[src/rtl/fb_line_fetch_arbiter.sv]
// Framebuffer port arbiter with a line-prefetch sequencer.
// A line request bursts one LINE_W-pixel row into a ping-pong line buffer.
// Writer words are granted only in idle memory cycles, so fetches never stall.
module fb_line_fetch_arbiter #(
  parameter int LINE_W = 480,
  parameter int LINES  = 272,
  parameter int ADDR_W = 17,
  parameter int DATA_W = 8
) (
  input  logic              clk,
  input  logic              rst_n,
  input  logic              line_req,
  input  logic [8:0]        line_idx,
  input  logic              wr_req,
  input  logic [ADDR_W-1:0] wr_addr,
  input  logic [DATA_W-1:0] wr_data,
  output logic              wr_ack,
  output logic [ADDR_W-1:0] mem_addr,
  output logic              mem_we,
  output logic [DATA_W-1:0] mem_wdata,
  input  logic [DATA_W-1:0] mem_rdata,
  output logic              lb_we,
  output logic [9:0]        lb_addr,
  output logic [DATA_W-1:0] lb_wdata,
  output logic              busy,
  output logic              req_err
);

  typedef enum logic [1:0] {IDLE, FETCH, DRAIN, WRITE} state_t;

  state_t            state, state_nxt;
  logic              bank;
  logic [8:0]        x;
  logic [ADDR_W-1:0] base;
  logic [ADDR_W-1:0] line_base;
  logic              idx_ok, accept, grant, drop, fetch_last;

  // Row start address; LINE_W*LINES fits ADDR_W, so no overflow.
  assign line_base = ADDR_W'(line_idx) * ADDR_W'(LINE_W);
  assign idx_ok    = 32'(line_idx) < LINES;
  assign busy      = (state == FETCH) || (state == DRAIN);
  // Read data arrives one cycle after the address, aligned with lb_we/lb_addr.
  assign lb_wdata  = mem_rdata;

  // Next-state and arbitration decisions; line requests beat the writer.
  always_comb begin
    state_nxt  = state;
    accept     = 1'b0;
    grant      = 1'b0;
    fetch_last = (x == 9'(LINE_W - 1));
    case (state)
      IDLE: begin
        if (line_req && idx_ok) begin
          accept    = 1'b1;
          state_nxt = FETCH;
        end else if (wr_req) begin
          grant     = 1'b1;
          state_nxt = WRITE;
        end
      end
      FETCH:   if (fetch_last) state_nxt = DRAIN;
      DRAIN:   state_nxt = IDLE;
      // The writer still holds wr_req while it samples the ack.
      WRITE:   state_nxt = IDLE;
      default: state_nxt = IDLE;
    endcase
    drop = line_req && !accept;
  end

  // State, fetch counters and registered memory / line-buffer outputs.
  always_ff @(posedge clk or negedge rst_n) begin
    if (!rst_n) begin
      state     <= IDLE;
      bank      <= 1'b0;
      x         <= '0;
      base      <= '0;
      mem_addr  <= '0;
      mem_we    <= 1'b0;
      mem_wdata <= '0;
      wr_ack    <= 1'b0;
      lb_we     <= 1'b0;
      lb_addr   <= '0;
      req_err   <= 1'b0;
    end else begin
      state   <= state_nxt;
      mem_we  <= grant;
      wr_ack  <= grant;
      req_err <= drop;
      // Line-buffer write trails each read by one cycle.
      lb_we   <= (state == FETCH);
      if (state == FETCH) lb_addr <= {bank, x};
      if (accept) begin
        base     <= line_base;
        bank     <= ~bank;
        x        <= '0;
        mem_addr <= line_base;
      end else if (grant) begin
        mem_addr  <= wr_addr;
        mem_wdata <= wr_data;
      end else if (state == FETCH && !fetch_last) begin
        x        <= x + 9'd1;
        mem_addr <= base + ADDR_W'(x) + ADDR_W'(1);
      end
    end
  end

endmodule

[config.mk]
export PLATFORM = sky130hd
export DESIGN_NAME = fb_line_fetch_arbiter
export DESIGN_NICKNAME = d
export VERILOG_FILES = /design/src/rtl/fb_line_fetch_arbiter.sv
export SDC_FILE = /design/constraint.sdc
export NUM_CORES = 1
export LEC_CHECK = 0
export CAP_MARGIN = 20
export CORE_ASPECT_RATIO = 1.2
export CORE_MARGIN = 10
export CORE_UTILIZATION = 40
export CTS_BUF_LIST = sky130_fd_sc_hd__clkbuf_16
export CTS_CLUSTER_SIZE = 30
export DETAILED_ROUTE_END_ITERATION = 10
export GPL_TIMING_DRIVEN = 0
export PLACE_DENSITY = 0.74
export RECOVER_POWER = 100
export SLEW_MARGIN = 20
export SYNTH_ARGS = -nofsm -noshare
export SYNTH_HDL_FRONTEND = slang
export SYNTH_SLANG_ARGS = --single-unit
[constraint.sdc]
create_clock -name clk -period 1.9 [get_ports clk]
set_input_delay 0.38 -clock clk [delete_from_list [all_inputs] [get_ports clk]]
set_output_delay 0.38 -clock clk [all_outputs]
set_load 0.02 [all_outputs]
### Yosys cells after proc, flatten, opt, wreduce, memory -nomap -nowiden

Cells that the tools add are included.

* register bits after elaboration: 62
* output and inout bits: 48
* word-level logic and storage cells: 52

* $add $sub $neg: 3
* multiply operators: 1
* magnitude comparators: 1
* equality and inequality tests: 7
* muxes and demuxes: 15
* bitwise gates (word level): 2
* reduce and logical (&&, ||, !) cells: 13

Operators with widths (number)
* $mux W17: 3
* $mux W9: 3
* $add A17 B1 Y17 const B: 1
* $add A17 B9 Y17: 1
* $mul A9 B4 Y12 const B: 1
* $add A9 B1 Y9 const B: 1
* $eq A9 B9 Y1 const B: 1
* $lt A9 B9 Y1 const B: 1
* $mux W2: 3
* $pmux W2 S3: 1
* $reduce_and A2 Y1: 3
* $mux W1: 5
* $eq A2 B2 Y1 const B: 2
* $ne A2 B2 Y1 const B: 2
* $logic_and A1 B1 Y1: 3
* $ne A3 B3 Y1 const B: 1
* $reduce_bool A3 Y1: 1
* $eq A2 B1 Y1 const B: 1
* $logic_not A1 Y1: 2
* $logic_not A2 Y1: 1
* $not A1 Y1: 2
* $reduce_bool A2 Y1: 1
* $reduce_or A2 Y1: 1
* $logic_or A1 B1 Y1: 1

### Depth between registers and ports, before layout

Gate-level depths: netlist (run 1).

* depth after elaboration: 6
* gate-level depth with buffers: 11
* mapped depth without buffers: 11

### Least setup slack after synthesis (run 1)

OpenSTA, ideal clock, no wires.

* kind: in2reg
* start point: input port line_idx[0]
* end point: register mem_addr[15]
* arrival: 2887 ps
* data required time: 1818 ps
* slack: -1069 ps
* stages: 9
* buffers on the path: 0
* cells stage by stage: fa_1 -> fa_1 -> fa_1 -> a21oi_1 -> o211ai_1 -> o41ai_1 -> xnor2_1 -> nand2_1 -> a31oi_1

* word-level cells in the longest chain between the ends: 6
* elaborated cells on any way between the ends: 10
* those cells by class: 1 x mul; 1 x order compare; 6 x mux; 2 x reduce/logical

RTL lines
* start: declaration: RTL line 13 `input logic [8:0] line_idx,`
* parallel branches: the longest is 6 deep, another holds $mul A9 B4 Y12
* end signal: assignment: RTL line 96 `mem_addr <= line_base;`
* end signal: assignment: RTL line 98 `mem_addr <= wr_addr;`
* end signal: assignment: RTL line 102 `mem_addr <= base + ADDR_W'(x) + ADDR_W'(1);`
* end: declaration: RTL line 18 `output logic [ADDR_W-1:0] mem_addr,`

Parallel ways; which one is timed is not known.
A chain may end at the register's enable or synchronous reset.

### Worst setup path after layout (run 1)

Same ends and word-level chain as after synthesis.

==> results.ini, run 1 <==
[critical_path]
reg2reg_depth=7
crit_top_cell=fa_1
r2r_start=x[6]
critical_path_class=input port to flop
r2r_slack_ns=-0.28
end_kind=flop
worstPathRequired_ns=2.15
reg2reg_to=mem_addr[12]
cp_slowest_cell=fa_1
crit_family=adder cells
max_stage_delay_ns=0.56
cp.depth=10
cp_max_fo=3
cp.arrival_ns=2.92
cp-start-kind=input port
path_buf_inv=1
endpoint=mem_addr[15]
worstPathCellList=buf_8 > fa_1 > fa_1 > fa_2 > a21oi_2 > o211ai_1 > o41ai_2 > xnor2_1 > nand2_1 > a31oi_1
cp-startpoint=line_idx[0]

[power]
power_w=0.00847
p_leak_nw=2.82
max-vdd-ir-drop_mv=0.509
p_per_area_nw_per_um2=1410

[floorplanning]
core_area_um2=10100
die_area_um2=14800
row_count=40
start_util_pct=41.0
die_w_um=113
ios=94
die_h_um=131

[grt]
grt_pass1_vias=3938
grt_pass1_wl_um=19900
grt_remaining_overflow=0
antenna_found_initial=0
grt_max_degree=38
track_usage_pct=16.4

[clocking]
tritoncts=done
ctsRootBufferMaster=clkbuf_16
cts_buffer_depth=2
cts_max_level=3
cts.clk_slew.worst_paths_ns=0.05
cts_sinks=62
cts_buffers=9
insertion_delay_ns=0.33

[logic_synthesis]
yosysUniqueCellTypes=52
synth_top_cell_area_share_pct=37.6
synth_seq_cells=62
yosys-top-cells-area=dfrtp_1 (38%), ha_1 (7.6%), fa_1 (7.3%)
syn_area_um2=4130
yosys.area.top_type=dfrtp_1
yosysSeqAreaShare_pct=37.6
synth_nets=532
async_flop_share_pct=100
synth_ff_type=dfrtp_1
yosys.cell_count.top_type=nand2_1
netlist_instances=446
synth_warnings=0
synth.avg_cell_area_um2=9.25
synth-edff-count=0
ys_top_cells_by_count=nand2_1 (71), dfrtp_1 (62), o21ai_0 (33), inv_1 (31), a21oi_1 (27)

[routing]
firstDrtPassIters=5
via_count=3905
wl_per_cell_um=17.6
antenna_left=0
drc=0
routed_wl_um=12400
vias_per_cell=5.55
drt_iter0_drc=282

[sta]
layout_min_cycle_time_ns=2.67
hold_slack_ns=0.378
drv_slew=0
fmax_mhz=375
maxSlewHeadroom_pct=56.7
setup_violations=25
skew_ns=0.00395
final-hold-violation-count=0
layout_setup_ws_ns=-0.769
fin_crit_sh_pct=140
rsz0062_at_grt=yes
tightest_slew_ns=0.650

[placed_design]
hpwl_um=8960
gp_congestion=0.891
io_buffer_count=85
placed_area_um2=5250
pre_cts_slack_ns=-1.73

[finish]
fill_cells=835
final_layout_size_suffix_gt1_share_pct=25.6
antenna_cells=0
nets=660
design_area_um2=6010
syn_to_final_growth_pct=45.8
seq_area_um2=1550
multi_input_area_um2=2650
final_util_pct=59.8

[status]
status=finished with violations
violations=negative setup slack

[job]
drv_cap=0

[worst_hold_path]
hold_class=input port to flop

==> through the flow <==
stage | setup TNS [ns] | cells
detailed placement | -52.15 | 658
global route | -15.75 | 704
global placement | -145.03 | 657
finish | -10.60 | 704
CTS | -10.0 | 695
floorplan | -11.33 | 446
==> power by group <==
group / total (W) / switching, W / internal (W)
clock network: 0.00139 / 0.000545 / 0.000844
registers: 0.00222 / 0.000362 / 0.00186
logic: 0.00486 / 0.00267 / 0.00218
==> worst min path at each step <==
stage | startpoint | end | slack, ns | cells after the start
3_3_place_gp | mem_wdata[4] | mem_wdata[4] | 0.46 | 2
4_1_cts | line_idx[0] | base[5] | 0.37 | 4
3_5_place_dp | rst_n | mem_addr[6] | 0.32 | 1
5_1_grt | line_idx[0] | base[5] | 0.40 | 4
2_1_floorplan | rst_n | bank | 0.08 | 0
6_report | line_idx[0] | base[5] | 0.38 | 4
==> tightest hold or removal path: stages <==
cell and delay (ns):
buf_8 0.08, buf_4 0.12, nand2_1 0.05, nand2_1 0.05
==> cell usage in the layout (no fill, tap or decap), types with 7 or more instances in the layout <==
master | synthesis | routed
nand3_1 | 12 | 8
nor2_1 | 26 | 21
o21ai_1 | 1 | 8
mux2_2 | 11 | 11
a21oi_1 | 27 | 23
buf_6 | 1 | 11
buf_4 | 11 | 35
dfrtp_1 | 62 | 60
ha_4 | 0 | 7
inv_2 | 1 | 7
nand2_1 | 71 | 68
xnor2_1 | 12 | 11
fa_1 | 15 | 13
a21o_1 | 9 | 8
inv_1 | 31 | 23
o21ai_0 | 33 | 23
clkdlybuf4s50_1 | 0 | 27
dlygate4sd3_1 | 0 | 48
clkbuf_16 | 0 | 9
ha_1 | 25 | 16
==> registers in the layout, indices dropped and copies added (netlist names) <==
register   cells
mem_addr      17
base          12
lb_addr       10
x              9
mem_wdata      8
state          2
bank           1
lb_we          1
mem_we         1
req_err        1
==> final cells by class <==
type                    count  area share (%)
multi-input cells         327            44.0
plain buffers              26            2.89
flip-flops and latches     62            25.8
clock buffers               9            3.74
repair buffers            116            18.3
well taps                 126            2.62
inverters                  32            2.21
clock inverters             6           0.374
==> cell families (layout without fill, tap and decap cells) <==
group	count (synthesis)	after routing	synth area share (%)
and+or+nand+nor	139	140	15.2
xor gates and xnor gates	18	18	3.82
AOI/OAI and AO/OA	113	113	17.7
DFF	62	62	37.6
adders and majority gates	40	40	14.9
buffers and inverters	58	189	6.64
muxes	16	16	4.21
==> metal layers <==
| metal | part of all wire [%] | GRT usage (%) | vias to the layer above | routed length [µm] |
|---|---|---|---|---|
| met5 | 0 | 0 | - | 0 |
| met4 | 3.5 | 9.18 | 0 | 431 |
| met3 | 6.7 | 3.92 | 33 | 835 |
| met2 | 51 | 27.7 | 177 | 6280 |
| met1 | 39 | 18.4 | 1895 | 4860 |
| li1 | - | - | 1800 | - |
==> timing repair <==
action / CTS / global route
hold endpoints to repair: 25 / 0
resized for setup: 88 / 45
pin swaps: 40 / 29
cloned: 0 / 1
setup buffers: 21 / 9
setup endpoints to repair: 60 / 51
hold buffers: 1 / 0
(Power assumes the default switching activity.)
==> run 2, diff against run 1 <==
--- a/config.mk
+++ b/config.mk
@@ -12,7 +12,7 @@
 export CTS_BUF_LIST = sky130_fd_sc_hd__clkbuf_16
 export CTS_CLUSTER_SIZE = 30
 export DETAILED_ROUTE_END_ITERATION = 10
-export GPL_TIMING_DRIVEN = 0
+export HOLD_SLACK_MARGIN = 0.05
 export PLACE_DENSITY = 0.74
 export RECOVER_POWER = 100
 export SLEW_MARGIN = 20
==> results.ini, run 2 (synthesis gave the netlist of run 1 again) <==
[routing]
firstDrtPassIters=5  ; unchanged
via_count=4023  ; +3.0%
routed_wl_um=13300  ; +7.1%
antenna_left=0  ; unchanged
vias_per_cell=5.38  ; -3.0%
drc=0  ; unchanged
wl_per_cell_um=17.8  ; +0.84%
drt_iter0_drc=253  ; -10%

[sta]
setup_violations=21  ; -16%
layout_setup_ws_ns=-0.858  ; -0.0894 ns
drv_slew=63  ; +63
skew_ns=0.00611  ; +0.00217 ns
fin_crit_sh_pct=145  ; +4.7 points
tightest_slew_ns=1.53  ; +0.881 ns
maxSlewHeadroom_pct=-2.03  ; -59 points
setup_tns_ns=-11.13  ; -0.529 ns
final-hold-violation-count=0  ; unchanged
rsz0062_at_grt=yes
fmax_mhz=363  ; -3.2%
layout_min_cycle_time_ns=2.76  ; +0.0894 ns

[finish]
design_area_um2=6440  ; +7.2%
final_util_pct=64.1  ; +4.3 points
layout_common_cells=buf_4 (86), nand2_1 (67), dfrtp_1 (62), dlygate4sd3_1 (39), clkdlybuf4s50_1 (26)
seq_area_um2=1550  ; -0.16%
antenna_cells=0  ; unchanged
biggestRegsByFlops=mem_addr x17, base x12, lb_addr x10
multi_input_area_um2=2680  ; +1.3%
top_register=mem_addr
final_layout_size_suffix_gt1_share_pct=33.3  ; +7.7 points
syn_to_final_growth_pct=56.2
nets=703  ; +6.5%
largest_register_ffs=17  ; unchanged
fill_cells=800  ; -4.2%
fin_cells=748  ; +6.3%
final_common_cell=buf_4

[critical_path]
cp.arrival_ns=3.02  ; +0.10 ns
r2r_start=x[6]
cp-startpoint=line_idx[5]
critical_path_class=input port to flop
cp_slowest_cell=fa_1
r2r_slack_ns=-0.27  ; about the same
reg2reg_depth=8  ; +1
cp-start-kind=input port
max_stage_delay_ns=0.56  ; about the same
worstPathRequired_ns=2.16  ; about the same
cp_max_fo=3  ; unchanged
end_kind=flop
crit_family=adder cells
worstPathCellList=dlygate4sd2_1 > inv_2 > fa_1 > fa_1 > inv_2 > ha_4 > nand3_2 > o211ai_1 > buf_4 > o41ai_4 > xnor2_1 > nand2_1 > a31oi_1
cp.depth=13  ; +3
path_buf_inv=4  ; +3

[grt]
grt_remaining_overflow=0  ; unchanged
track_usage_pct=17.0  ; +0.62 points
grt_pass1_vias=4217  ; +7.1%
grt_max_degree=63  ; +66%
antenna_found_initial=0  ; unchanged
grt_pass1_wl_um=20800  ; +4.7%

[power]
max-vdd-ir-drop_mv=0.616  ; +21%
power_w=0.00926  ; +9.3%
p_per_area_nw_per_um2=1440  ; +2.0%
p_leak_nw=3.11  ; +10%

[placed_design]
io_buffer_count=77  ; -9.4%
placed_area_um2=5670  ; +8.1%
dp.cells=712  ; +8.2%
gp_congestion=0.906  ; +1.6%
hpwl_um=9460  ; +5.5%

[worst_hold_path]
hold_class=input port to flop
hp-start=line_idx[0]
worstHoldPathCells=4  ; unchanged

[floorplanning]
start_util_pct=41.0  ; unchanged
core_area_um2=10100  ; unchanged
die_w_um=113  ; unchanged
ios=94  ; unchanged
die_h_um=131  ; unchanged
row_count=40  ; unchanged
die_area_um2=14800  ; unchanged

[clocking]
cts_buffer_depth=2  ; unchanged
hold_buffers=0  ; -1
cts.clk_slew.worst_paths_ns=0.05  ; about the same
insertion_delay_ns=0.34  ; about the same
tritoncts=done
cts_buffers=9  ; unchanged
ctsRootBufferMaster=clkbuf_16
cts_sinks=62  ; unchanged
cts_max_level=3  ; unchanged

[status]
violations=max-capacitance violations, max-slew violations, negative setup slack
status=finished with violations

[job]
drv_cap=1  ; +1

==> run 2: cell count changes in the layout (fill, tap and decap cells not counted), sizes merged <==
cell	previous run	this run
buf	52	108
bufinv	0	2
clkbuf	21	18
clkdlybuf4s50	27	26
clkinv	4	3
dlygate4sd3	48	39
dlymetal6s2s	0	1
nand3	13	12
==> run 2: final timing paths <==
kind | end
worst max-delay path | mem_addr[15]
worst min-delay path | base[5]
worst max register to register | mem_addr[14]
worst min register to register | mem_wdata[1]
max in group asynchronous | mem_wdata[6]
min in group asynchronous | lb_addr[7]
==> run 2: per-layer routing <==
| metal | vias to the layer above | GRT usage, % | part of all wire [%] |
|---|---|---|---|
| met5 | - | 0 | 0 |
| met4 | 0 | 7.91 | 2.6 |
| met3 | 32 | 4.23 | 6.0 |
| met2 | 141 | 29.3 | 53 |
| met1 | 1967 | 19.1 | 38 |
| li1 | 1883 | - | - |
==> run 2: area by class of cell <==
class,instances,area share (%)
clock buffer,9,3.49
clock inverter,7,1.26
inverter,32,2.02
multi-input combinational,326,41.6
sequential,62,24.1
tap,126,2.45
timing repair buffer,186,25.1
==> run 2: repair_timing <==
item | CTS | global route
buffers inserted | 6 | 13
endpoints found under the setup margin | 48 | 33
gates cloned | 1 | 0
pin swaps | 35 | 33
resized for setup | 77 | 52
==> run 2: tightest hold or removal path, stage by stage <==
cell and delay (ns):
buf_6 0.08, buf_4 0.12, nand2_1 0.05, nand2_1 0.05
==> run 2: where the power goes <==
| group | internal [W] | switching (W) | leakage, nW | total, W |
|---|---|---|---|---|
| Sequential | 0.00185 | 0.000338 | 0.786 | 0.00219 |
| Clock | 0.00113 | 0.000559 | 0.159 | 0.00168 |
| Combinational | 0.00254 | 0.00284 | 2.17 | 0.00538 |
| Total | 0.00552 | 0.00374 | 3.11 | 0.00926 |
==> run 2: stage by stage <==
stage / worst slack [ns] / hold slack, ns
2_1_floorplan: -0.922 / 0.0844
3_3_place_gp: -1.50 / 0.410
3_5_place_dp: -1.65 / 0.414
4_1_cts: -0.819 / 0.0591
5_1_grt: -0.958 / 0.384
6_report: -0.858 / 0.363
